## config.mk

```make
export PLATFORM = sky130hd
export DESIGN_NAME = instr_fetch_unit
export DESIGN_NICKNAME = d
export VERILOG_FILES = /design/src/rtl/instr_fetch_unit.sv
export SDC_FILE = /design/constraint.sdc
export NUM_CORES = 1
export LEC_CHECK = 0
export BUFFER_PORTS_ARGS = -buffer_cell sky130_fd_sc_hd__buf_2
export CAP_MARGIN = 20
export CORE_UTILIZATION = 47
export CTS_CLUSTER_DIAMETER = 60
export DETAILED_ROUTE_END_ITERATION = 8
export PLACE_DENSITY = 0.73
export RECOVER_POWER = 50
export SYNTH_ARGS = -nofsm -noshare
export SYNTH_HDL_FRONTEND = slang
export SYNTH_SLANG_ARGS = --single-unit
```

## constraint.sdc

```tcl
create_clock -name clk -period 8.3 [get_ports clk]
set_input_delay 1.66 -clock clk [delete_from_list [all_inputs] [get_ports clk]]
set_output_delay 1.66 -clock clk [all_outputs]
set_load 0.01 [all_outputs]
```

## src/rtl/instr_fetch_unit.sv

```systemverilog
// Generic synchronous FIFO with simultaneous push/pop and a synchronous flush.
// Latency: a word pushed in cycle t is visible on head_dat from cycle t+1.
// Backpressure: none internally; the caller never pushes when full or pops when empty.
module ifu_fifo #(
  parameter int WIDTH = 32,
  parameter int DEPTH = 2,
  parameter int CW    = $clog2(DEPTH + 1)
) (
  input  logic             clk,
  input  logic             reset,
  input  logic             flush,
  input  logic             push,
  input  logic [WIDTH-1:0] push_dat,
  input  logic             pop,
  output logic [WIDTH-1:0] head_dat,
  output logic [CW-1:0]    count
);
  localparam int AW = (DEPTH > 1) ? $clog2(DEPTH) : 1;

  logic [WIDTH-1:0] mem [DEPTH];
  logic [AW-1:0]    wr_ptr;
  logic [AW-1:0]    rd_ptr;

  // Pointers wrap explicitly so non-power-of-two depths work.
  function automatic logic [AW-1:0] bump(input logic [AW-1:0] p);
    return (p == AW'(DEPTH - 1)) ? '0 : p + AW'(1);
  endfunction

  // Pointer and occupancy bookkeeping; flush empties the queue in one cycle.
  always_ff @(posedge clk) begin
    if (reset || flush) begin
      wr_ptr <= '0;
      rd_ptr <= '0;
      count  <= '0;
    end else begin
      if (push) wr_ptr <= bump(wr_ptr);
      if (pop)  rd_ptr <= bump(rd_ptr);
      count <= count + CW'(push) - CW'(pop);
    end
  end

  // Storage write; contents need no reset because count gates visibility.
  always_ff @(posedge clk) begin
    if (push && !flush) mem[wr_ptr] <= push_dat;
  end

  assign head_dat = mem[rd_ptr];
endmodule

// Fetch front end: issues imem requests from fetch_pc and buffers returned words for decode.
// Latency: request accepted in cycle t with 1-cycle memory appears on ir in cycle t+2.
// Backpressure: requests are credit-limited by outstanding + buffered <= FIFO_DEPTH; stall holds ir.
module instr_fetch_unit #(
  parameter logic [31:0] RESET_PC   = 32'h0000_0000,
  parameter int          FIFO_DEPTH = 2,
  parameter logic [31:0] NOP_INSTR  = 32'h0000_0013
) (
  input  logic        clk,
  input  logic        reset,
  output logic        imem_req_valid,
  input  logic        imem_req_ready,
  output logic [31:0] imem_req_addr,
  input  logic        imem_rsp_valid,
  input  logic [31:0] imem_rsp_data,
  output logic [31:0] ir,
  output logic        ir_valid,
  output logic [31:0] ir_pc,
  input  logic        stall,
  input  logic        redirect,
  input  logic [31:0] redirect_pc
);
  localparam int CW = $clog2(FIFO_DEPTH + 1);

  typedef struct packed {
    logic [31:0] pc;
    logic [31:0] dat;
  } ibuf_t;

  logic [31:0]   fetch_pc;
  logic [CW-1:0] outstanding;
  logic [CW-1:0] drop_cnt;
  logic [CW-1:0] buf_count;
  logic [CW:0]   credit_used;
  logic [31:0]   tag_pc;
  logic          accept;
  logic          rsp_drop;
  logic          buf_push;
  logic          buf_pop;
  ibuf_t         buf_in;
  ibuf_t         buf_head;

  // Credits cover both in-flight requests (including ones to be dropped) and buffered words,
  // so a returning response always finds room in the instruction buffer.
  assign credit_used    = {1'b0, outstanding} + {1'b0, buf_count};
  assign imem_req_valid = !reset && !redirect && (credit_used < (CW + 1)'(FIFO_DEPTH));
  assign imem_req_addr  = fetch_pc;
  assign accept         = imem_req_valid && imem_req_ready;

  // A response arriving on a redirect cycle belongs to the old path and is discarded too.
  assign rsp_drop = redirect || (drop_cnt != '0);
  assign buf_push = imem_rsp_valid && !rsp_drop;
  assign buf_pop  = (buf_count != '0) && !stall && !redirect;
  assign buf_in   = '{pc: tag_pc, dat: imem_rsp_data};

  // In-order tag queue: its occupancy is exactly the number of outstanding requests.
  ifu_fifo #(.WIDTH(32), .DEPTH(FIFO_DEPTH), .CW(CW)) u_tag_fifo (
    .clk      (clk),
    .reset    (reset),
    .flush    (1'b0),
    .push     (accept),
    .push_dat (fetch_pc),
    .pop      (imem_rsp_valid),
    .head_dat (tag_pc),
    .count    (outstanding)
  );

  // Instruction buffer presented to decode; flushed on redirect.
  ifu_fifo #(.WIDTH($bits(ibuf_t)), .DEPTH(FIFO_DEPTH), .CW(CW)) u_ibuf (
    .clk      (clk),
    .reset    (reset),
    .flush    (redirect),
    .push     (buf_push),
    .push_dat (buf_in),
    .pop      (buf_pop),
    .head_dat (buf_head),
    .count    (buf_count)
  );

  // Fetch PC: redirect overrides, otherwise advance by one word per accepted request.
  always_ff @(posedge clk) begin
    if (reset) begin
      fetch_pc <= RESET_PC;
    end else if (redirect) begin
      fetch_pc <= redirect_pc & ~32'h3;
    end else if (accept) begin
      fetch_pc <= fetch_pc + 32'd4;
    end
  end

  // Count of stale responses still to be discarded after a redirect.
  always_ff @(posedge clk) begin
    if (reset) begin
      drop_cnt <= '0;
    end else if (redirect) begin
      drop_cnt <= outstanding - CW'(imem_rsp_valid);
    end else if (imem_rsp_valid && (drop_cnt != '0)) begin
      drop_cnt <= drop_cnt - CW'(1);
    end
  end

  assign ir_valid = (buf_count != '0);
  assign ir       = ir_valid ? buf_head.dat : NOP_INSTR;
  assign ir_pc    = ir_valid ? buf_head.pc  : 32'h0;
endmodule

```

# --- After elaboration in Yosys (flattened, before gate mapping) ---
# Memories as Yosys holds them, arrays and structs flattened. A register that Yosys moved wholly into a read port is not among the register bits.
# Index checks and enable logic that the tools add are counted.
# W data, S select, Z words.
classes:
  add_sub_neg: 12
  order_cmp: 1
  n_mux: 18
  n_reduce_logical: 19
op_table:
  columns: ["cell", "count"]
  rows:
  - ["$mux W32", 4]
  - ["$add A32 B3 Y32 const B", 1]
  - ["$mux W1", 12]
  - ["$logic_and A1 B1 Y1", 8]
  - ["$reduce_bool A2 Y1", 4]
  - ["$sub A2 B1 Y2", 3]
  - ["$add A1 B1 Y1 const B", 4]
  - ["$add A2 B1 Y2", 2]
  - ["$logic_not A1 Y1", 4]
  - ["$mux W2", 2]
  - ["$add A2 B2 Y3", 1]
  - ["$lt A3 B2 Y1 const B", 1]
  - ["$logic_or A1 B1 Y1", 2]
  - ["$reduce_or A2 Y1", 1]
  - ["$sub A2 B1 Y2 const B", 1]
word_totals:
  reg_bits: 42
  ram_bits: 192
  inputBits: 70
  out_inout_bits: 98
  wordCells: 61
  n_memories: 2
mem_list:
  columns: ["name", "depth", "width", "read_ports", "rd_clocked_by_memory_dff", "wr", "line_no", "source"]
  rows:
  - ["u_ibuf.mem", 2, 64, 1, 1, 1, "20", "logic [WIDTH-1:0] mem [DEPTH];"]
  - ["u_tag_fifo.mem", 2, 32, 1, 1, 1, "20", null]

# --- Logic depth before layout (Yosys ltp) ---
depth:
  word_depth: 7
  mapped_depth: 9
  depth_no_buf: 8

# --- Cells and area by module ---
# A second synthesis with hierarchy kept.
hier_totals:
  cells_unflattened: 665
  hier_area_um2: 10242.3
modules_own_cells:
  columns: ["mod", "n_inst", "cells_each", "area_per_inst_um2", "seq_area_each_um2"]
  rows:
  - ["ifu_fifo at u_ibuf", 1, 218, 5137.4, 3943.8]
  - ["ifu_fifo at u_tag_fifo", 1, 119, 2682.6, 2021.9]
  - ["instr_fetch_unit", 1, 328, 2422.3, 640.6]

# --- Worst setup path before layout ---
# Ideal clock, no wire load.
synth_timing:
  kind: "input-to-reg"
  start: "input port redirect"
  end: "memory u_ibuf.mem[0][0] in the netlist's numbering, enable pin"
  setup_ps: 482
  arrival_time_ps: 4965
  t_required_ps: 7818
  slack_ps: 2852
  path_stages: 5
  path_buffers: 2
  cell_sequence: "clkbuf_1 -> inv_1 -> clkbuf_1 -> nand3_1 -> nor2_1"
synth_between:
  elab_chain_len: 6
  elab_cells_between_ends: 7
  classes_between: "mux (2); reduce/logical (5)"
synth_lines:
  columns: ["element", "line_no", "source"]
  rows:
  - ["from (decl)", "69", "input logic redirect,"]
  - ["$logic_or A1 B1 Y1", "100", "assign rsp_drop = redirect || (drop_cnt != '0);"]
  - ["$logic_not A1 Y1", "101", "assign buf_push = imem_rsp_valid && !rsp_drop;"]
  - ["$logic_and A1 B1 Y1", "101", null]
  - ["$logic_and A1 B1 Y1 (*)", "44", "if (push && !flush) mem[wr_ptr] <= push_dat;"]
  - ["$mux W1 (*)", "44", null]
  - ["$mux W1 (not written as such) (*)", "44", null]
  - ["to (decl)", "20", null]
# Every way passes the cells marked *; elsewhere a longest branch is shown, timed or not.

# --- Final worst setup path ---
layout_timing:
  start: "input port reset"
  end: "output port imem_req_valid"
layout_between:
  elab_chain_len: 3
layout_lines:
  columns: ["element", "line_no", "source"]
  rows:
  - ["from (decl)", "59", "input logic reset,"]
  - ["$logic_not A1 Y1", "95", "assign imem_req_valid = !reset && !redirect && (credit_used < (CW + 1)'(FIFO_DEPTH));"]
  - ["$logic_and A1 B1 Y1 (2 in a row)", "95", null]
  - ["to (decl)", "60", "output logic imem_req_valid,"]
# Every way passes these cells.

==> qor.yml <==
yosys.area.top_type: "edfxtp_1"
insertion_delay_ns: 0.49
post_cts_buffers: 0
p_leak_nw: 3.81
drtIter0Drc: 380
final_net_count: 903
run_status: "finished, violations left"
finalHoldViolations: 0
rsz0062_at_grt: "no"
die-area_mm2: 0.0203
end_kind: "output port"
ys_types: 50
post-route-drc-count: 0
synth_area_per_cell_um2: 13.8
n_antenna_cell: 0
antenna_found_initial: 0
avgViaCountPerCell: 5.32
cts_made_buffers: 23
start_util: 0.478
wirelength_um: 18700
peakVddDrop_mv: 0.162
fp-row-count: 51
synth_seq_cells: 226
crit_path_start_kind: "input pin"
cts_hold_buf: 0
cts_buffer_depth: 3
ys.warnings.count: 0
period_minus_slack_ns: 5.45
fill_cells: 1599
power_mw: 2.48
synth_top_area_share: 0.596
area_growth_pct: 18.7
power.density_mw_per_mm2: 225
critPathSlowestCell: "clkbuf_1"
grt.overflow.total: 0
die_x_um: 142
vias: 5892
slew_viol_final: 173
clkTransAtPathRegs_ns: 0.06
seq_area_mm2: 0.00637
fmax_ghz: 0.184
worstPathMaxFanout: 40
cts_resized: 0
critPathKind: "input pin to output port"
cts_sinks: 226
grt_pass1_wl_um: 29900
synth-async-reset-ratio: 0
holdCritPathClass: "flip-flop to flip-flop"
drtAntennaViolNets: 0
synthTopCellsByArea: "edfxtp_1, dfxtp_1, mux2i_1"
cts_tree: "done"
cp_data_arrival_time_ns: 3.79
finalSetupViolations: 0
cts_root_buffer: "clkbuf_16"
synth_edf_count: 184
max-slew-margin-rel: -1.42
first_pass_iters: 6
grt_usage: 0.189
syn-cell-area_mm2: 0.00928
synth-seq-area-share: 0.686
worstPathRequired_ns: 6.64
worst_slew_pin_slew_ns: 3.64
grt_pass1_vias: 5722
syn_inst: 670
synth_flop_cell: "edfxtp_1"
post-dp-hpwl_um: 11800
grt_start_max_net_pins: 63
gp_congestion: 0.851
tns_ns: 0
max_stage_delay_ns: 1.32
holdWs_ns: 0.523
post-route-period-util: 0.656
multiInputGateArea_mm2: 0.00272
crit_chain: "clkbuf_1 -> or2_0 -> nor3_1 -> buf_2"
coreArea_mm2: 0.0194
htreeDepth: 1
portBuffers: 161
violations: "capacitance limit, slew limit"
io_pins: 168
drive_above_1_share: 0.202
fin_worst_skew_ns: 0.0128
wl_per_cell_um: 16.9
maxCapViolations: 4
die_h_um: 142
[synthesized netlist by cell type (4+ instances only)]
master	number
edfxtp_1	184
a211oi_1	12
xor2_1	6
clkbuf_1	25
and3_1	5
dfxtp_1	42
nor3_1	11
nand3_1	14
buf_4	4
o31ai_1	6
nor2b_1	4
nand2_1	25
inv_1	14
a31oi_1	7
mux2i_1	62
and4_1	7
or4_1	8
nand4_1	13
ha_1	5
and2_1	5
buf_1	9
or3_1	6
a2111oi_0	4
xnor2_1	9
a311oi_1	8
o211ai_1	5
nor4_1	7
nor2_1	99
mux2_2	30
[final timing paths]
path	startpoint	to	slack (ns)	cells after the start
setup reg to reg	drop_cnt[0]	u_ibuf.mem[0][7]	4.39	5
hold / removal	u_ibuf.rd_ptr	u_ibuf.rd_ptr	0.52	2
hold reg to reg	u_ibuf.rd_ptr	u_ibuf.rd_ptr	0.52	2
setup / recovery	reset	imem_req_valid	2.85	4
[layout by cell type, fill, tap and decap left out, types with 4 or more instances in the layout]
cell type	synthesis	layout
buf_4	4	7
a311oi_1	8	8
conb_1	1	4
edfxtp_1	184	184
clkbuf_8	0	4
a211oi_1	12	12
or4_1	8	8
ha_1	5	5
nand4_1	13	13
mux2_1	0	20
nor3_1	11	11
buf_2	3	114
o211ai_1	5	5
mux2_2	30	10
and4_1	7	7
nor2_1	99	96
clkbuf_16	0	23
and3_1	5	5
dfxtp_1	42	41
nor4_1	7	7
or3_1	6	6
nand3_1	14	14
inv_1	14	14
nor2b_1	4	4
xnor2_1	9	9
xor2_1	6	6
nand2_1	25	25
a31oi_1	7	7
a2111oi_0	4	4
clkbuf_1	25	55
o31ai_1	6	6
mux2i_1	62	62
[critical path, delay by kind of cell]
family | cells | cell delay (ns)
buffers and inverters | 2 | 1.48
and+or+nand+nor | 2 | 0.64
[registers in the layout, summed over array words and instances (netlist names), named ones only]
name / count
drop_cnt: 2
imem_req_addr: 30
u_ibuf.count: 2
u_ibuf.mem: 124
u_ibuf.rd_ptr: 1
u_ibuf.wr_ptr: 1
u_tag_fifo.count: 2
u_tag_fifo.mem: 60
u_tag_fifo.rd_ptr: 1
u_tag_fifo.wr_ptr: 1
[stage by stage]
step | util | cells | setup slack [ns] | area [um^2]
floorplan | - | 673 | 2.85 | 9290
global placement | 0.533 | 1067 | 3.78 | 10300
detailed placement | 0.533 | 1067 | 3.80 | 10300
CTS | 0.571 | 1108 | 3.79 | 11100
global route | 0.568 | 1108 | 2.37 | 11000
finish | 0.568 | 1108 | 2.85 | 11000
[logic make-up (layout without fill, tap and decap cells)]
group,after synthesis,in the layout,synth area share
other,1,4,0.000404
AND/OR/NAND/NOR,216,216,0.114
flip-flops,226,226,0.686
buffers and inverters,55,225,0.0243
AO/OA/AOI/OAI,59,59,0.0484
multiplexers,92,92,0.103
XOR/XNOR,15,15,0.0142
adder cells (fa/ha/maj),6,6,0.00890
[layout make-up]
class / count / share of cell area
well taps: 265 / 0.0301
clock buffers: 34 / 0.0596
inverters: 14 / 0.00477
multi-input cells: 392 / 0.247
repair buffers: 170 / 0.0733
flip-flops and latches: 226 / 0.578
clock inverters: 7 / 0.00750
[routing by layer]
layer / routed length [um] / global-route usage / share of wire
met1: 7920 / 0.246 / 0.42
met2: 8880 / 0.314 / 0.47
met3: 1580 / 0.0417 / 0.084
met4: 371 / 0.0611 / 0.020
met5: 0 / 0 / 0
[where the power goes]
group | switching, mW | internal [mW] | leakage (nW)
Clock | 0.388 | 0.607 | 0.364
Combinational | 0.104 | 0.0666 | 1.41
Sequential | 0.0321 | 1.28 | 2.03
Total | 0.524 | 1.95 | 3.81
No activity file was read; power rests on OpenSTA's default activity.
